===== src/rtl/j11_pkg.sv =====
// Shared types and constants for the J11 bus arbiter.
package j11_pkg;

  localparam int ADDR_W = 22;
  localparam int DATA_W = 16;

  // Requester identities, used for owner and the last-winner register
  localparam logic REQ_CPU = 1'b0;
  localparam logic REQ_DMA = 1'b1;

  // Read data returned to a requester whose transfer timed out
  localparam logic [DATA_W-1:0] TIMEOUT_RDATA = 16'hFFFF;

  // Sequencer states
  typedef enum logic [1:0] {
    ST_IDLE  = 2'd0,
    ST_ISSUE = 2'd1,
    ST_WAIT  = 2'd2
  } arb_state_t;

  // Contents of one pending request
  typedef struct packed {
    logic              wr;
    logic              gp;
    logic [ADDR_W-1:0] addr;
    logic [DATA_W-1:0] wdata;
  } slot_t;

  // Pick a winner from the pending mask {dma, cpu}. On a tie the requester
  // that did not win the previous tie goes first.
  function automatic logic pick_winner(input logic [1:0] pend, input logic last);
    if (pend == 2'b11) begin
      return ~last;
    end
    return pend[1];
  endfunction

endpackage


===== src/rtl/j11_bus_slot.sv =====
// One requester's pending slot: latches a request pulse and holds it until
// the arbiter clears it at the end of the transfer.
module j11_bus_slot
  import j11_pkg::*;
(
  input  logic  clk,
  input  logic  rst,
  input  logic  req,
  input  slot_t req_data,
  input  logic  clr,
  output logic  pending,
  output slot_t data
);

  logic  pending_reg;
  slot_t data_reg;

  // Capture a request only when the slot is free; repeats while busy are dropped
  always_ff @(posedge clk) begin
    if (rst) begin
      pending_reg <= 1'b0;
      data_reg    <= '0;
    end else if (clr) begin
      pending_reg <= 1'b0;
    end else if (req && !pending_reg) begin
      pending_reg <= 1'b1;
      data_reg    <= req_data;
    end
  end

  assign pending = pending_reg;
  assign data    = data_reg;

endmodule


===== src/rtl/j11_bus_arb.sv =====
// J11 bus arbiter: two requesters (CPU, DMA) share a memory target and an
// I/O-page target. One transfer is in flight at a time; a stuck target is
// released by a timeout that returns all-ones data and pulses buserr.
module j11_bus_arb
  import j11_pkg::*;
#(
  parameter int TIMEOUT = 255
) (
  input  logic        clk,
  input  logic        rst,
  // CPU requester
  input  logic        c_req,
  input  logic        c_wr,
  input  logic        c_gp,
  input  logic [21:0] c_addr,
  input  logic [15:0] c_wdata,
  output logic        c_ack,
  output logic [15:0] c_rdata,
  // DMA requester
  input  logic        d_req,
  input  logic        d_wr,
  input  logic        d_gp,
  input  logic [21:0] d_addr,
  input  logic [15:0] d_wdata,
  output logic        d_ack,
  output logic [15:0] d_rdata,
  // memory target
  output logic        m_req,
  output logic        m_wr,
  output logic [21:0] m_addr,
  output logic [15:0] m_wdata,
  input  logic        m_ack,
  input  logic [15:0] m_rdata,
  // I/O-page target
  output logic        io_req,
  output logic        io_wr,
  output logic [21:0] io_addr,
  output logic [15:0] io_wdata,
  input  logic        io_ack,
  input  logic [15:0] io_rdata,
  // status
  output logic        buserr,
  output logic        owner
);

  localparam int CNT_W = (TIMEOUT < 1) ? 1 : $clog2(TIMEOUT + 1);
  localparam logic [CNT_W-1:0] CNT_MAX = CNT_W'(TIMEOUT);

  // Per-requester slot wiring, index 0 = CPU, 1 = DMA
  logic [1:0] req_v;
  logic [1:0] pend_v;
  logic [1:0] clr_v;
  slot_t      req_data_v [2];
  slot_t      slot_v     [2];

  arb_state_t       state_reg;
  logic [CNT_W-1:0] cnt_reg;
  logic             last_reg;
  logic             owner_reg;
  logic             sel_io_reg;

  logic        m_req_reg, m_wr_reg;
  logic [21:0] m_addr_reg;
  logic [15:0] m_wdata_reg;
  logic        io_req_reg, io_wr_reg;
  logic [21:0] io_addr_reg;
  logic [15:0] io_wdata_reg;
  logic        c_ack_reg, d_ack_reg, buserr_reg;
  logic [15:0] c_rdata_reg, d_rdata_reg;

  logic        win;
  slot_t       win_slot;
  logic        sel_ack;
  logic [15:0] sel_rdata;
  logic        timeout_hit;
  logic        done;

  assign req_v         = {d_req, c_req};
  assign req_data_v[0] = {c_wr, c_gp, c_addr, c_wdata};
  assign req_data_v[1] = {d_wr, d_gp, d_addr, d_wdata};

  genvar gi;
  generate
    for (gi = 0; gi < 2; gi++) begin : g_slot
      j11_bus_slot u_slot (
        .clk      (clk),
        .rst      (rst),
        .req      (req_v[gi]),
        .req_data (req_data_v[gi]),
        .clr      (clr_v[gi]),
        .pending  (pend_v[gi]),
        .data     (slot_v[gi])
      );
    end
  endgenerate

  assign win      = pick_winner(pend_v, last_reg);
  assign win_slot = slot_v[win];

  // Only the target that was actually issued to can complete the transfer
  assign sel_ack     = sel_io_reg ? io_ack   : m_ack;
  assign sel_rdata   = sel_io_reg ? io_rdata : m_rdata;
  assign timeout_hit = (cnt_reg == CNT_MAX);

  // The slot is freed on the same edge that registers the ack, so the
  // requester may post a fresh request during its ack cycle.
  assign done  = (state_reg == ST_WAIT) && (sel_ack || timeout_hit);
  assign clr_v = done ? ((owner_reg == REQ_DMA) ? 2'b10 : 2'b01) : 2'b00;

  // Sequencer: arbitrate in IDLE, pulse the target in ISSUE, finish in WAIT.
  // last_reg only moves on contested grants, so back-to-back simultaneous
  // pairs alternate who goes first.
  always_ff @(posedge clk) begin
    if (rst) begin
      state_reg    <= ST_IDLE;
      cnt_reg      <= '0;
      last_reg     <= REQ_DMA;
      owner_reg    <= REQ_CPU;
      sel_io_reg   <= 1'b0;
      m_req_reg    <= 1'b0;
      m_wr_reg     <= 1'b0;
      m_addr_reg   <= '0;
      m_wdata_reg  <= '0;
      io_req_reg   <= 1'b0;
      io_wr_reg    <= 1'b0;
      io_addr_reg  <= '0;
      io_wdata_reg <= '0;
      c_ack_reg    <= 1'b0;
      d_ack_reg    <= 1'b0;
      buserr_reg   <= 1'b0;
      c_rdata_reg  <= '0;
      d_rdata_reg  <= '0;
    end else begin
      m_req_reg  <= 1'b0;
      io_req_reg <= 1'b0;
      c_ack_reg  <= 1'b0;
      d_ack_reg  <= 1'b0;
      buserr_reg <= 1'b0;
      case (state_reg)
        ST_IDLE: begin
          if (pend_v != 2'b00) begin
            owner_reg  <= win;
            sel_io_reg <= win_slot.gp;
            if (pend_v == 2'b11) begin
              last_reg <= win;
            end
            if (win_slot.gp) begin
              io_req_reg   <= 1'b1;
              io_wr_reg    <= win_slot.wr;
              io_addr_reg  <= win_slot.addr;
              io_wdata_reg <= win_slot.wdata;
            end else begin
              m_req_reg   <= 1'b1;
              m_wr_reg    <= win_slot.wr;
              m_addr_reg  <= win_slot.addr;
              m_wdata_reg <= win_slot.wdata;
            end
            state_reg <= ST_ISSUE;
          end
        end
        ST_ISSUE: begin
          cnt_reg   <= '0;
          state_reg <= ST_WAIT;
        end
        ST_WAIT: begin
          if (sel_ack || timeout_hit) begin
            // A real ack wins over a coincident timeout
            if (owner_reg == REQ_DMA) begin
              d_ack_reg   <= 1'b1;
              d_rdata_reg <= sel_ack ? sel_rdata : TIMEOUT_RDATA;
            end else begin
              c_ack_reg   <= 1'b1;
              c_rdata_reg <= sel_ack ? sel_rdata : TIMEOUT_RDATA;
            end
            buserr_reg <= ~sel_ack;
            state_reg  <= ST_IDLE;
          end else begin
            cnt_reg <= cnt_reg + 1'b1;
          end
        end
        default: begin
          state_reg <= ST_IDLE;
        end
      endcase
    end
  end

  assign m_req    = m_req_reg;
  assign m_wr     = m_wr_reg;
  assign m_addr   = m_addr_reg;
  assign m_wdata  = m_wdata_reg;
  assign io_req   = io_req_reg;
  assign io_wr    = io_wr_reg;
  assign io_addr  = io_addr_reg;
  assign io_wdata = io_wdata_reg;
  assign c_ack    = c_ack_reg;
  assign d_ack    = d_ack_reg;
  assign c_rdata  = c_rdata_reg;
  assign d_rdata  = d_rdata_reg;
  assign buserr   = buserr_reg;
  assign owner    = owner_reg;

endmodule


===== config.mk =====
export PLATFORM = sky130hd
export DESIGN_NAME = j11_bus_arb
export DESIGN_NICKNAME = d
export VERILOG_FILES = /design/src/rtl/j11_pkg.sv /design/src/rtl/j11_bus_slot.sv /design/src/rtl/j11_bus_arb.sv
export SDC_FILE = /design/constraint.sdc
export NUM_CORES = 1
export LEC_CHECK = 0
export CORE_MARGIN = 2
export CORE_UTILIZATION = 49
export DETAILED_ROUTE_END_ITERATION = 10
export PLACE_DENSITY = 0.91
export RECOVER_POWER = 100
export SYNTH_ARGS = -nofsm -noshare
export SYNTH_HDL_FRONTEND = slang
export SYNTH_SLANG_ARGS = --single-unit

===== constraint.sdc =====
create_clock -name clk -period 2.38 [get_ports clk]
set_clock_uncertainty 0.15 [all_clocks]
set_input_delay 0.357 -clock clk [delete_from_list [all_inputs] [get_ports clk]]
set_output_delay 0.357 -clock clk [all_outputs]
set_load 0.02 [all_outputs]

## Yosys cells after proc, flatten, opt, wreduce, memory -nomap -nowiden

Index checks and enable logic that the tools add are counted.

- Register bits after elaboration: 210
- Input port bits: 118
- Word-level logic and storage cells: 91

- Add/subtract/negate cells: 1
- Magnitude comparators: 1
- Equality and inequality tests: 7
- Muxes and demuxes: 20
- Bitwise gates (word level): 11
- Reduce and logical (&&, ||, !) cells: 23

Operators with widths:

| kind | number |
|---|---|
| 2-to-1 mux 40 bit | 3 |
| 2-to-1 mux 16 bit | 2 |
| case mux 8 bit (2 select lines) | 1 |
| AND reduction 3 bit | 5 |
| NOT 1 bit | 10 |
| AND reduction 2 bit | 5 |
| adder 8 x 1 -> 8 bit, second input constant | 1 |
| equality test 8 bit, second input constant | 1 |
| 2-to-1 mux 1 bit | 8 |
| 2-to-1 mux 2 bit | 4 |
| 2-to-1 mux 8 bit | 1 |
| case mux 2 bit (3 select lines) | 1 |
| OR reduction 3 bit | 2 |
| equality test 2 bit, second input constant | 2 |
| != test 2 bit, second input constant | 2 |
| nonzero test 2 bit | 2 |
| OR reduction 2 bit | 2 |
| logical AND 1 bit | 3 |
| equality test 2 x 1 -> 1 bit, second input constant | 1 |
| greater-or-equal comparator 2 bit, second input constant | 1 |
| logical NOT 1 bit | 2 |
| logical NOT 2 bit | 1 |
| != test 2 x 1 -> 1 bit, second input constant | 1 |
| NOT 1 -> 2 bit | 1 |
| logical OR 1 bit | 1 |

## Longest topological paths before layout

- Word-level depth: 9
- Mapped depth: 7

## Hierarchy

From an unflattened synthesis, not the netlist that was laid out.

- Cell total of the unflattened synthesis: 910
- Area total of the unflattened synthesis: 9,136.3 sq um

By module, submodules not included:

| module | times used | cells an instance | area an instance (sq um) | sequential area each (sq um) |
|---|---|---|---|---|
| j11_bus_arb | 1 | 556 | 5,447.7 | 2,562.5 |
| j11_bus_slot | 2 | 177 | 1,844.3 | 820.8 |

## Least setup slack after synthesis

Ideal clock, no wire load.

- Path kind: reg2reg
- From: reg cnt_reg[0]
- To: reg d_rdata_reg[10] (netlist: d_rdata[10])
- Library setup time: 117 ps
- Data arrival time: 1,627 ps
- Data required time: 2,113 ps
- Setup slack: 486 ps
- Stages on the path, launching flop included: 7
- Buffers on the path: 1
- Period minus slack after synthesis: 1,894 ps
- Path through: dfxtp_1 ha_1 nand4_2 o21ai_4 a31oi_2 buf_2 a32o_1

- Longest elaborated chain between the ends: 3

RTL lines:

| what | RTL line | source |
|---|---|---|
| from (decl) | j11_bus_arb.sv:57 | `logic [CNT_W-1:0] cnt_reg;` |
| from (signal assigned) | j11_bus_arb.sv:178 | `cnt_reg <= cnt_reg + 1'b1;` |
| equality test 8 bit | j11_bus_arb.sv:103 | `assign timeout_hit = (cnt_reg == CNT_MAX);` |
| logical OR 1 bit | j11_bus_arb.sv:166 | `if (sel_ack \|\| timeout_hit) begin` |
| AND reduction 3 bit (no line) | - |  |
| to (signal assigned) | j11_bus_arb.sv:170 | `d_rdata_reg <= sel_ack ? sel_rdata : TIMEOUT_RDATA;` |
| to (decl) | j11_bus_arb.sv:69 | `logic [15:0] c_rdata_reg, d_rdata_reg;` |

No other way between the ends.
A chain may end at the register's enable or synchronous reset.

## Worst setup path after layout

- From: reg owner_reg (netlist: owner)
- To: out owner

RTL lines:

| what | RTL line | source |
|---|---|---|
| from (decl) | j11_bus_arb.sv:59 | `logic owner_reg;` |
| from (signal assigned) | j11_bus_arb.sv:142 | `owner_reg <= win;` |
| to (decl) | j11_bus_arb.sv:43 | `output logic owner` |

No word-level cell between the ends.

==> out/results.txt <==
TNS Setup: 0 ps
Layout cells sized above 1: 0.07870
DIE HEIGHT: 138.9 um
Vias in the first global route: 7560
Power Total: 0.009229 W
Drt drc: 0
Unique masters post-synth: 55
Adder-cell share of the synthesized area: 0.001403
Commonest non-fill, non-tap cell in the layout: dfxtp_1
Worst Hold Class: in -> reg
P per Cell Area: 761.7 nW/um2
Synth Area in XOR/XNOR: 0.0009820
Clock Pin Slew Worst Setup and Hold Paths: 60 ps
Initial Utilization: 0.4982
Slew Limit Fails: 0
Vias post-DR: 7303
DP Cell Count: 1268
Mean post-synth cell area: 10.41 um2
RSZ-0062 raised after global routing: false
Pre-Repair DR Iteration Count: 5
H-tree depth: 1
Main combinational cell family by area after synthesis: compound AO/OA/AOI/OAI gates
Critical path buffer and inverter count: 1
NumNets Final: 1183
Max Cap Viol: 0
PostCTS Resize Cnt: 0
Non-filler instance count after layout: 1309
DP HPWL: 16.46 mm
Synth Area in Simple Gates: 0.1453
Wire length per cell: 18.63 um
Synthesized net count: 976
Global Route Usage Sum: 0.2457
Synth Cell Area: 8919 um2
Clock tree sinks: 210
Commonest cells after routing, fill and taps aside: dfxtp_1 (210), nand2b_1 (166), mux2i_1 (119)
Clock Path Buffers: 3
CTS tree: yes
Max transition margin: 0.2910
DR iter-0 viols: 395
Routed Wire Length: 24.38 mm
Sequential area share after synthesis: 0.4714
Post-synth ARST share: 0
Largest register FFs: 80
Critical path arrival: 1710 ps
Die area: 19300 um2
Post-synthesis compound-gate area fraction: 0.1937
Gate Count Post-Synth: 857
Final Hold Viols: 0
DRT antenna net count: 0
Setup Buffers After CTS: 0
Layout overhead on the synthesized area: 35.86%
Setup violators final: 0
Initial antenna violation count: 0
Fin crit share: 0.9327
Startpoint Class: flip-flop
Max VDD drop: 0.5377 mV
Syn. warnings: 0
Crit-path max cell delay: 730 ps
CP max-delay cell: dlygate4sd3_1
Post-DR vias/cell: 5.579
Worst slew pin tran: 1064 ps
WP data required: 1870 ps
Crit Path Class: reg -> out
Top delay family on crit path: buffers and inverters
Remaining Overflow, GRT: 0
GP Congestion: 0.8244
Crit end category: primary output
CP Max Fanout: 7
Die W: 138.9 um
Cell-by-cell trace of the critical path: dlygate4sd3_1
Ports: 234
Post-synth EDFFs: 0
ANT cells: 0
Max Freq: 450.5 MHz
Largest net degree at the start of global routing: 115
CTS Buf Count: 22
Static leakage: 4.685 nW
Primary FF master, synth: dfxtp_1
Fin crit period: 2220 ps
Outcome: finished, final reports clean
Row count: 49
CTS root buf: clkbuf_16
Synthesized flop and latch total: 210
Global-route wire length before repair: 39.37 mm
Clock Latency Late Sink: 500 ps
Core Footprint: 17900 um2
Port-buffer cells: 233
Mux cell area share after synthesis: 0.1406
-- report_power, final --
part,leakage (nW),switching [W],internal [W]
registers,1.72,0.000155,0.00377
clock network,0.386,0.00139,0.00222
logic,2.58,0.000923,0.000774
total,4.69,0.00247,0.00676
-- per-stage QoR --
stage               setup WS (ps)  cell area [um2]  hold slack [ps]    util
floorplan                   485.8             8919            298.0       -
global placement            105.6            11460            296.1  0.6403
detailed placement          49.06            11460            305.1  0.6403
CTS                         142.4            12240            267.4  0.6840
global route                31.39            12120            278.8  0.6768
finish                      160.2            12120            278.5  0.6768
-- path summary, 6_finish.rpt --
check	start	to	slack, ps	cells past startpoint
hold reg to reg	d_rdata[14]	d_rdata[14]	310	1
setup reg to reg	cnt_reg[0]	g_slot[0].u_slot.data[30]	170	7
setup / recovery	owner	owner	160	1
hold / removal	c_wdata[13]	g_slot[0].u_slot.data[13]	280	3
-- layout make-up --
class	instances	area [um2]
clock inverters	10	128.9
multi-input cells	565	4259
repair buffers	261	2581
inverters	4	15.01
clock buffers	30	641.9
fillers	1373	5786
flip-flops and latches	210	4204
well taps	229	286.5
-- cell usage after synthesis (all sizes together) (2+ instances only) --
| library cell | n | area share |
|---|---|---|
| mux2i | 121 | 0.14 |
| a21oi | 83 | 0.047 |
| a22o | 16 | 0.016 |
| o31ai | 2 | 0.0017 |
| o21a | 4 | 0.0034 |
| a211oi | 78 | 0.076 |
| nand2 | 5 | 0.0021 |
| nor4 | 2 | 0.0014 |
| o22a | 16 | 0.016 |
| clkbuf | 36 | 0.015 |
| a21boi | 2 | 0.0017 |
| nand3 | 7 | 0.0039 |
| inv | 4 | 0.0017 |
| dfxtp | 210 | 0.47 |
| nor3 | 4 | 0.0035 |
| mux2 | 2 | 0.0029 |
| buf | 42 | 0.030 |
| o21ai | 3 | 0.0029 |
| a32o | 16 | 0.018 |
| o211ai | 3 | 0.0025 |
| nor2b | 2 | 0.0014 |
| a31oi | 2 | 0.0021 |
| nand4b | 2 | 0.0020 |
| nor2 | 11 | 0.0049 |
| or4 | 3 | 0.0025 |
| nand2b | 166 | 0.12 |
-- metal layers --
| metal | global-route usage | routed length, um | vias up |
|---|---|---|---|
| li1 | - | - | 3499 |
| met3 | 0.05387 | 1752 | 53 |
| met2 | 0.4231 | 11780 | 290 |
| met5 | 0 | 0 | - |
| met1 | 0.3030 | 10120 | 3461 |
| met4 | 0.08985 | 726 | 0 |
-- what timing repair did --
| item | 4_1_cts | 5_1_grt |
|---|---|---|
| hold buffers | 1 | 0 |
| endpoints found under the setup margin | 0 | 1 |
| hold endpoints to repair | 2 | 0 |
-- cell families after synthesis --
family,after synthesis
flops,210
xor+xnor,1
simple gates,210
fa+ha+maj,1
compound gates,230
mux,123
buf+inv,82
Note: power is estimated with default switching activity, not from simulation.
